[config.mk]
export PLATFORM = sky130hd
export DESIGN_NAME = onewire_rom_reader_flat
export DESIGN_NICKNAME = d
export VERILOG_FILES = /design/src/rtl/onewire_pkg.sv /design/src/rtl/onewire_rom_reader_if.sv /design/src/rtl/onewire_crc8.sv /design/src/rtl/onewire_rom_reader.sv /design/src/flat_wrapper.sv
export SDC_FILE = /design/constraint.sdc
export NUM_CORES = 1
export LEC_CHECK = 0
export CAP_MARGIN = 20
export CORE_MARGIN = 5
export CORE_UTILIZATION = 46
export CTS_CLUSTER_DIAMETER = 50
export DETAILED_ROUTE_END_ITERATION = 8
export PLACE_DENSITY = 0.7
export SLEW_MARGIN = 15
export SYNTH_ARGS = -nofsm -noshare
export SYNTH_HDL_FRONTEND = slang
export SYNTH_HIERARCHICAL = 1
export SYNTH_SLANG_ARGS = --single-unit
[constraint.sdc]
create_clock -name clk -period 2.79 [get_ports clk]
set_input_delay 0.4185 -clock clk [delete_from_list [all_inputs] [get_ports clk]]
set_output_delay 0.4185 -clock clk [all_outputs]
set_load 0.01 [all_outputs]
[src/rtl/onewire_pkg.sv]
// Shared types, CRC constant and default timing for the 1-Wire ROM reader.
// Timing values are in microseconds; the reader counts them on a 1 us tick.
package onewire_pkg;

    typedef enum logic [2:0] {
        ST_IDLE,
        ST_RST_LOW,
        ST_RST_REL,
        ST_WR_BIT,
        ST_RD_BIT,
        ST_CHECK,
        ST_RETRY,
        ST_FINISH
    } ow_state_t;

    // x^8+x^5+x^4+1, bit-reversed for LSB-first shifting
    localparam logic [7:0] CRC8_POLY = 8'h8C;

    localparam int DEF_CLKS_PER_US = 100;
    localparam int DEF_N_BYTES     = 8;
    localparam int DEF_MAX_TRIES   = 3;
    localparam int DEF_T_RST_US    = 480;
    localparam int DEF_T_PRES_US   = 70;
    localparam int DEF_T_SLOT_US   = 70;
    localparam int DEF_T_LOW1_US   = 6;
    localparam int DEF_T_LOW0_US   = 60;
    localparam int DEF_T_SAMP_US   = 12;
    localparam int DEF_T_REC_US    = 10;

    function automatic logic [7:0] crc8_step(
        input logic [7:0] crc,
        input logic       b
    );
        logic fb;
        fb = crc[0] ^ b;
        crc8_step = (crc >> 1) ^ (fb ? CRC8_POLY : 8'h00);
    endfunction

    function automatic int max_int(input int a, input int b);
        return (a > b) ? a : b;
    endfunction

endpackage

[src/rtl/onewire_rom_reader_if.sv]
// Control/result bundle between the ROM reader and its client.
// The client (master) raises go; the reader (slave) reports status and data.
interface onewire_rom_reader_if #(
    parameter int N_BYTES = 8
);

    logic                 go;
    logic                 busy;
    logic                 done;
    logic                 err_pres;
    logic                 err_crc;
    logic [8*N_BYTES-1:0] result;
    logic [3:0]           tries;

    modport master (
        output go,
        input  busy,
        input  done,
        input  err_pres,
        input  err_crc,
        input  result,
        input  tries
    );

    modport slave (
        input  go,
        output busy,
        output done,
        output err_pres,
        output err_crc,
        output result,
        output tries
    );

endinterface

[src/rtl/onewire_crc8.sv]
// Dallas/Maxim CRC-8, one bit per enable, LSB-first, init 0.
// clr has priority so a new attempt always starts from a zero remainder.
module onewire_crc8
    import onewire_pkg::*;
(
    input  logic       clk,
    input  logic       reset,
    input  logic       clr,
    input  logic       en,
    input  logic       bit_in,
    output logic [7:0] crc
);

    logic [7:0] crc_q;
    logic [7:0] crc_d;

    always_comb begin
        crc_d = crc_q;
        if (clr) begin
            crc_d = '0;
        end else if (en) begin
            crc_d = crc8_step(crc_q, bit_in);
        end
    end

    always_ff @(posedge clk) begin
        if (reset) begin
            crc_q <= '0;
        end else begin
            crc_q <= crc_d;
        end
    end

    assign crc = crc_q;

endmodule

[src/rtl/onewire_rom_reader.sv]
// 1-Wire bus master: reset/presence, one command byte, N_BYTES readback,
// CRC-8 check with bounded retries. Open-drain pad driven through ow_oe.
module onewire_rom_reader
    import onewire_pkg::*;
#(
    parameter int         CLKS_PER_US = DEF_CLKS_PER_US,
    parameter int         N_BYTES     = DEF_N_BYTES,
    parameter logic [7:0] CMD         = 8'h33,
    parameter int         MAX_TRIES   = DEF_MAX_TRIES,
    parameter int         T_RST_US    = DEF_T_RST_US,
    parameter int         T_PRES_US   = DEF_T_PRES_US,
    parameter int         T_SLOT_US   = DEF_T_SLOT_US,
    parameter int         T_LOW1_US   = DEF_T_LOW1_US,
    parameter int         T_LOW0_US   = DEF_T_LOW0_US,
    parameter int         T_SAMP_US   = DEF_T_SAMP_US,
    parameter int         T_REC_US    = DEF_T_REC_US
) (
    input  logic                 clk,
    input  logic                 reset,
    input  logic                 ow_in,
    output logic                 ow_oe,
    onewire_rom_reader_if.slave  bus
);

    localparam int NBITS  = 8 * N_BYTES;
    localparam int T_FULL = T_SLOT_US + T_REC_US;
    localparam int T_MAX  = max_int(T_RST_US, T_FULL);
    localparam int PW     = $clog2(CLKS_PER_US + 1);
    localparam int TW     = $clog2(T_MAX + 1);
    localparam int IW     = $clog2(NBITS + 1);

    ow_state_t        state_q, state_d;
    logic [PW-1:0]    pre_q, pre_d;
    logic             us_tick;
    logic             sync1_q, sync2_q;
    logic [TW-1:0]    t_q, t_d, t_inc;
    logic [IW-1:0]    idx_q, idx_d;
    logic             pres_q, pres_d;
    logic             cause_crc_q, cause_crc_d;
    logic             oe_q, oe_d;
    logic             busy_q, busy_d;
    logic             done_q, done_d;
    logic             err_pres_q, err_pres_d;
    logic             err_crc_q, err_crc_d;
    logic [NBITS-1:0] result_q, result_d;
    logic [3:0]       tries_q, tries_d;
    logic             crc_clr;
    logic             crc_en;
    logic [7:0]       crc;
    logic [7:0]       cmd_sh;
    logic [TW-1:0]    low_len;

    assign us_tick = (pre_q == PW'(CLKS_PER_US - 1));
    assign t_inc   = t_q + 1'b1;

    onewire_crc8 u_crc (
        .clk    (clk),
        .reset  (reset),
        .clr    (crc_clr),
        .en     (crc_en),
        .bit_in (sync2_q),
        .crc    (crc)
    );

    always_comb begin
        pre_d       = us_tick ? '0 : pre_q + 1'b1;
        state_d     = state_q;
        t_d         = t_q;
        idx_d       = idx_q;
        pres_d      = pres_q;
        cause_crc_d = cause_crc_q;
        oe_d        = oe_q;
        busy_d      = busy_q;
        done_d      = 1'b0;
        err_pres_d  = err_pres_q;
        err_crc_d   = err_crc_q;
        result_d    = result_q;
        tries_d     = tries_q;
        crc_clr     = 1'b0;
        crc_en      = 1'b0;
        cmd_sh      = CMD >> idx_q;
        low_len     = cmd_sh[0] ? TW'(T_LOW1_US)
                                : TW'(T_LOW0_US);

        unique case (state_q)
            ST_IDLE: begin
                if (bus.go) begin
                    err_pres_d = 1'b0;
                    err_crc_d  = 1'b0;
                    result_d   = '0;
                    tries_d    = 4'd1;
                    busy_d     = 1'b1;
                    oe_d       = 1'b1;
                    t_d        = '0;
                    idx_d      = '0;
                    crc_clr    = 1'b1;
                    state_d    = ST_RST_LOW;
                end
            end

            ST_RST_LOW: begin
                if (us_tick) begin
                    t_d = t_inc;
                    if (t_inc == TW'(T_RST_US)) begin
                        oe_d    = 1'b0;
                        t_d     = '0;
                        pres_d  = 1'b0;
                        state_d = ST_RST_REL;
                    end
                end
            end

            // A slave still holding the bus at window end counts as present
            ST_RST_REL: begin
                if (us_tick) begin
                    t_d = t_inc;
                    if (t_inc == TW'(T_PRES_US)) begin
                        pres_d = !sync2_q;
                    end
                    if (t_inc == TW'(T_RST_US)) begin
                        t_d = '0;
                        if (pres_q) begin
                            idx_d   = '0;
                            oe_d    = 1'b1;
                            state_d = ST_WR_BIT;
                        end else begin
                            cause_crc_d = 1'b0;
                            state_d     = ST_RETRY;
                        end
                    end
                end
            end

            ST_WR_BIT: begin
                if (us_tick) begin
                    t_d = t_inc;
                    if (t_inc == low_len) begin
                        oe_d = 1'b0;
                    end
                    if (t_inc == TW'(T_FULL)) begin
                        t_d  = '0;
                        oe_d = 1'b1;
                        if (idx_q == IW'(7)) begin
                            idx_d   = '0;
                            state_d = ST_RD_BIT;
                        end else begin
                            idx_d = idx_q + 1'b1;
                        end
                    end
                end
            end

            ST_RD_BIT: begin
                if (us_tick) begin
                    t_d = t_inc;
                    if (t_inc == TW'(T_LOW1_US)) begin
                        oe_d = 1'b0;
                    end
                    if (t_inc == TW'(T_SAMP_US)) begin
                        crc_en   = 1'b1;
                        result_d = result_q
                                 | (NBITS'(sync2_q) << idx_q);
                    end
                    if (t_inc == TW'(T_FULL)) begin
                        t_d = '0;
                        if (idx_q == IW'(NBITS - 1)) begin
                            state_d = ST_CHECK;
                        end else begin
                            idx_d = idx_q + 1'b1;
                            oe_d  = 1'b1;
                        end
                    end
                end
            end

            // Remainder over data+CRC byte is zero for a good read
            ST_CHECK: begin
                if (crc == 8'h00) begin
                    state_d = ST_FINISH;
                end else begin
                    cause_crc_d = 1'b1;
                    state_d     = ST_RETRY;
                end
            end

            ST_RETRY: begin
                if (tries_q == 4'(MAX_TRIES)) begin
                    err_pres_d = !cause_crc_q;
                    err_crc_d  = cause_crc_q;
                    state_d    = ST_FINISH;
                end else begin
                    tries_d  = tries_q + 4'd1;
                    result_d = '0;
                    crc_clr  = 1'b1;
                    oe_d     = 1'b1;
                    t_d      = '0;
                    idx_d    = '0;
                    state_d  = ST_RST_LOW;
                end
            end

            ST_FINISH: begin
                done_d  = 1'b1;
                busy_d  = 1'b0;
                state_d = ST_IDLE;
            end

            default: begin
                state_d = ST_IDLE;
            end
        endcase
    end

    always_ff @(posedge clk) begin
        if (reset) begin
            state_q     <= ST_IDLE;
            pre_q       <= '0;
            sync1_q     <= 1'b1;
            sync2_q     <= 1'b1;
            t_q         <= '0;
            idx_q       <= '0;
            pres_q      <= 1'b0;
            cause_crc_q <= 1'b0;
            oe_q        <= 1'b0;
            busy_q      <= 1'b0;
            done_q      <= 1'b0;
            err_pres_q  <= 1'b0;
            err_crc_q   <= 1'b0;
            result_q    <= '0;
            tries_q     <= '0;
        end else begin
            state_q     <= state_d;
            pre_q       <= pre_d;
            sync1_q     <= ow_in;
            sync2_q     <= sync1_q;
            t_q         <= t_d;
            idx_q       <= idx_d;
            pres_q      <= pres_d;
            cause_crc_q <= cause_crc_d;
            oe_q        <= oe_d;
            busy_q      <= busy_d;
            done_q      <= done_d;
            err_pres_q  <= err_pres_d;
            err_crc_q   <= err_crc_d;
            result_q    <= result_d;
            tries_q     <= tries_d;
        end
    end

    assign ow_oe        = oe_q;
    assign bus.busy     = busy_q;
    assign bus.done     = done_q;
    assign bus.err_pres = err_pres_q;
    assign bus.err_crc  = err_crc_q;
    assign bus.result   = result_q;
    assign bus.tries    = tries_q;

endmodule

[src/flat_wrapper.sv]
// flat-port wrapper written by rule: the top's interface ports become plain ports
module onewire_rom_reader_flat import onewire_pkg::*;
#(
    parameter int         CLKS_PER_US = DEF_CLKS_PER_US,
    parameter int         N_BYTES     = DEF_N_BYTES,
    parameter logic [7:0] CMD         = 8'h33,
    parameter int         MAX_TRIES   = DEF_MAX_TRIES,
    parameter int         T_RST_US    = DEF_T_RST_US,
    parameter int         T_PRES_US   = DEF_T_PRES_US,
    parameter int         T_SLOT_US   = DEF_T_SLOT_US,
    parameter int         T_LOW1_US   = DEF_T_LOW1_US,
    parameter int         T_LOW0_US   = DEF_T_LOW0_US,
    parameter int         T_SAMP_US   = DEF_T_SAMP_US,
    parameter int         T_REC_US    = DEF_T_REC_US
)
  (clk, reset, ow_in, ow_oe, bus_go, bus_busy, bus_done, bus_err_pres, bus_err_crc, bus_result, bus_tries);
  onewire_rom_reader_if #(.N_BYTES(N_BYTES)) bus_i ();
  input  logic clk;
  input  logic reset;
  input  logic ow_in;
  output logic ow_oe;
  input wire logic [$bits(bus_i.go)-1:0] bus_go;
  output wire logic [$bits(bus_i.busy)-1:0] bus_busy;
  output wire logic [$bits(bus_i.done)-1:0] bus_done;
  output wire logic [$bits(bus_i.err_pres)-1:0] bus_err_pres;
  output wire logic [$bits(bus_i.err_crc)-1:0] bus_err_crc;
  output wire logic [$bits(bus_i.result)-1:0] bus_result;
  output wire logic [$bits(bus_i.tries)-1:0] bus_tries;
  assign bus_i.go = bus_go;
  assign bus_busy = bus_i.busy;
  assign bus_done = bus_i.done;
  assign bus_err_pres = bus_i.err_pres;
  assign bus_err_crc = bus_i.err_crc;
  assign bus_result = bus_i.result;
  assign bus_tries = bus_i.tries;
  onewire_rom_reader #(.CLKS_PER_US(CLKS_PER_US), .N_BYTES(N_BYTES), .CMD(CMD), .MAX_TRIES(MAX_TRIES), .T_RST_US(T_RST_US), .T_PRES_US(T_PRES_US), .T_SLOT_US(T_SLOT_US), .T_LOW1_US(T_LOW1_US), .T_LOW0_US(T_LOW0_US), .T_SAMP_US(T_SAMP_US), .T_REC_US(T_REC_US)) u_core (.clk(clk), .reset(reset), .ow_in(ow_in), .ow_oe(ow_oe), .bus(bus_i));
endmodule
==> metrics.md <==
| Metric | Value |
|---|---|
| Leak | 2.18 nW |
| Largest net degree at the start of global routing | 52 |
| WP buf/inv | 0 |
| Register area share after synthesis | a little over two fifths |
| Power per cell area | 584 nW/um^2 |
| Crit. End Element | flop |
| Fill count | 1,037 |
| Total Neg Setup Slack | 0 ns |
| DRT iter0 DRCs | 402 |
| Cell breakdown of the critical path | or4_1 -> or2_0 -> or4_1 -> a211oi_1 -> nor3_1 -> nor4b_2 -> o22ai_1 |
| Die W | 117 um |
| Average size of a mapped cell | 8.66 um^2 |
| Top FF cell, synth | dfxtp_1 |
| Synth Register Bits | about 110 |
| Number of antenna diodes | 0 |
| Worst Min Path Start | u_core/sync1_q$_SDFF_PP1_ |
| Clock buffer depth | 2 |
| GP Congestion | between 0.8 and 0.9 |
| Status | completed |
| Initial Utilization | 46.3% |
| Critical path's largest stage delay | a little under 0.6 ns |
| CP Max Fanout | 12 |
| Top cell by count, worst path | or4_1 |
| Slowest CP cell | or4_1 |
| Final Setup Violations | 0 |
| GRT Util Overall | around 19% |
| Sink Count | roughly 110 |
| H-tree depth | 3 |
| Nets | ~700 |
| Area Overhead vs Synth | 24.4% |
| FF-to-FF setup slack | roughly 0.15 ns |
| Post-synth EDFFs | 0 |
| DRC | 0 |
| Post-route ant nets | 0 |
| Yosys cell types | 72 |
| Core footprint | 11,300 um^2 |
| Worst EP required | approximately 3.0 ns |
| Max cap viols | 0 |
| FF-to-FF End | u_core/ow_oe$_SDFFE_PP0P_ |
| Crit start category | flop |
| Avg WL per Cell | 16.3 um |
| Worst Tran Pin Value | 0.699 ns |
| Syn. warnings | 6 |
| Via density | 5.75 |
| Mapped Cells | roughly 600 |
| Place WS | 0.102 ns |
| TritonCTS clock tree | done |
| Final Hold Viols | 0 |
| RSZ-0062 raised after global routing | false |
| Hold Path End | u_core/sync2_q$_SDFF_PP1_ |
| Crit path max-delay family | simple AND/OR/NAND/NOR gates |
| F_max | 379 MHz |
| Endpoint arrival time on the critical path | 2.86 ns |
| Final Power | 3.81 mW |
| Post-Syn Area | between 5000 and 6000 um^2 |
| Post-route setup slack | roughly 0.15 ns |
| Clock transition at path regs | 0.08 ns |
| Worst Skew | approximately 0.011 ns |
| FF-to-FF path depth | 7 |
| Async SR Flop Fraction | 0% |
| Hpwl dp | just under 10,000 um |
| Setup CP Type | flop to flop |
| Vias in the first global route | between 4,000 and 5,000 |
| Slew HR | 53.4% |
| RR Startpoint | u_core/idx_q[3]$_SDFFE_PP0P_ |
| Most frequent cell after synthesis | dfxtp_1 |
| Chip height | between 100 and 150 um |
| Worst path depth | 7 |
| Grt ovf | 0 |
| Tcrit/Tclk final | 94.6% |
| WL met1 | 6060 um |
| Antenna violations before repair | 0 |
| Detail Route met2 WL | 6310 um |
| Initial DRT Pass Iterations | 5 |
| WHS | 0.422 ns |
| Synthesized net count | just over 600 |
| Hold buffers post-CTS | 0 |
| IO Port Bufs | 76 |
| Top area cells in the synthesized netlist | dfxtp_1 42%, o21a_1 9.4%, nor3_1 7.9%, nand2_1 3.2%, nor2_1 2.8% |
| Via Count | 4,719 |
| Share of layout cells above drive strength 1 | between 10% and 20% |
| Top-area cell type share of the netlist area | 42.4% |
| Num CTS Buffers | 9 |
| Met3 wire len | 709 um |
| Clk Tree Root Cell | clkbuf_16 |
| # rows | 39 |
| Skew-Pair Late Insertion Delay | 0.35 ns |
| Die ar. | 13,600 um^2 |
| Max Used Layer | met4 |
| Final Critical Period | approximately 2.6 ns |
| Max-slew violations | 0 |
| DRT Wirelength | 13,300 um |
| Top Ports | 77 |
| Top cells by count, synth | 111 x dfxtp_1, 83 x nor3_1, 66 x o21a_1, 45 x nand2_1, 39 x nor2_1 |
| Min-Delay Path Class | flop to flop |
| First-pass GRT wire length | 21,300 um |
| Min-Delay Path Depth | 1 |
| Post-synth top area cell | dfxtp_1 |
| Max VDD drop | around 0.39 mV |
==> cells by family after synthesis <==
family / Yosys count / share of synthesized area, %
adder cells (fa/ha/maj): 7 / 1.62
flip-flops: 111 / 42.4
buffers and inverters: 52 / 4.39
XOR/XNOR: 16 / 2.67
AO/OA/AOI/OAI: 154 / 21.7
AND/OR/NAND/NOR: 260 / 26.1
multiplexers: 6 / 1.14
==> routing by layer <==
layer  track usage (%)  up-vias
met5                 0        -
met4              8.79        0
met3              3.44       20
met2              30.5      135
met1              26.3     2213
li1                  -     2351
==> flip-flops by register name, indices dropped and copies added (netlist names), 3 cells and up <==
name / count
u_core/bus.result: 64
u_core/t_q: 9
u_core/u_crc/crc: 8
u_core/idx_q: 7
u_core/pre_q: 7
u_core/bus.tries: 4
u_core/state_q: 3
==> area by class of cell <==
type                            instances  area (um^2)  area share, %
Tap cell                              143          179           2.74
Clock inverter                          5         51.3          0.786
Sequential cell                       111         2220           34.0
Multi-Input combinational cell        443         2840           43.5
Clock buffer                           11          243           3.72
Inverter                                7         26.3          0.403
Timing Repair Buffer                  100          966           14.8
==> repair_timing <==
action	4_1_cts	5_1_grt
endpoints found under the setup margin	0	7
setup buffers	0	0
gates resized for setup	0	6
==> how the worst max path moves through the flow <==
stage,from,end,slack (ns)
final,u_core/idx_q[3]$_SDFFE_PP0P_,u_core/ow_oe$_SDFFE_PP0P_,0.15
after global routing,u_core/t_q[2]$_SDFFE_PP0P_,u_core/bus.result[45]$_SDFFE_PP0P_,0.07
after CTS,u_core/idx_q[3]$_SDFFE_PP0P_,u_core/ow_oe$_SDFFE_PP0P_,0.08
after detailed placement,bus_go,u_core/idx_q[5]$_SDFFE_PP0P_,0.10
after global placement,u_core/idx_q[3]$_SDFFE_PP0P_,u_core/ow_oe$_SDFFE_PP0P_,0.12
after floorplan,u_core/t_q[0]$_SDFFE_PP0P_,u_core/idx_q[2]$_SDFFE_PP0P_,0.45
==> placed cells by master (no fill, tap or decap), types with 10 or more instances in the layout <==
cell type,Yosys,final
buf_4,2,22
xnor2_1,10,10
nand3_1,23,23
nor3_1,83,83
nor2_1,39,38
o21ai_0,15,15
dfxtp_1,111,111
clkdlybuf4s50_1,0,76
nand2_1,45,45
a21oi_1,23,23
o21a_1,66,66
==> through the flow <==
step                      cell area, um^2  cells  utilization [%]
after detailed placement             6180    803             54.6
after CTS                            6480    819             57.2
after floorplan                      5250    606                -
after global routing                 6530    820             57.7
after global placement               6180    803             54.6
final                                6530    820             57.7
==> power by group <==
part / internal [mW] / total [mW] / switching (mW)
combinational: 0.326 / 0.910 / 0.584
clock: 0.648 / 1.24 / 0.597
sequential: 1.62 / 1.66 / 0.0389
total: 2.60 / 3.81 / 1.22
Power figures use the tool's default switching activity.
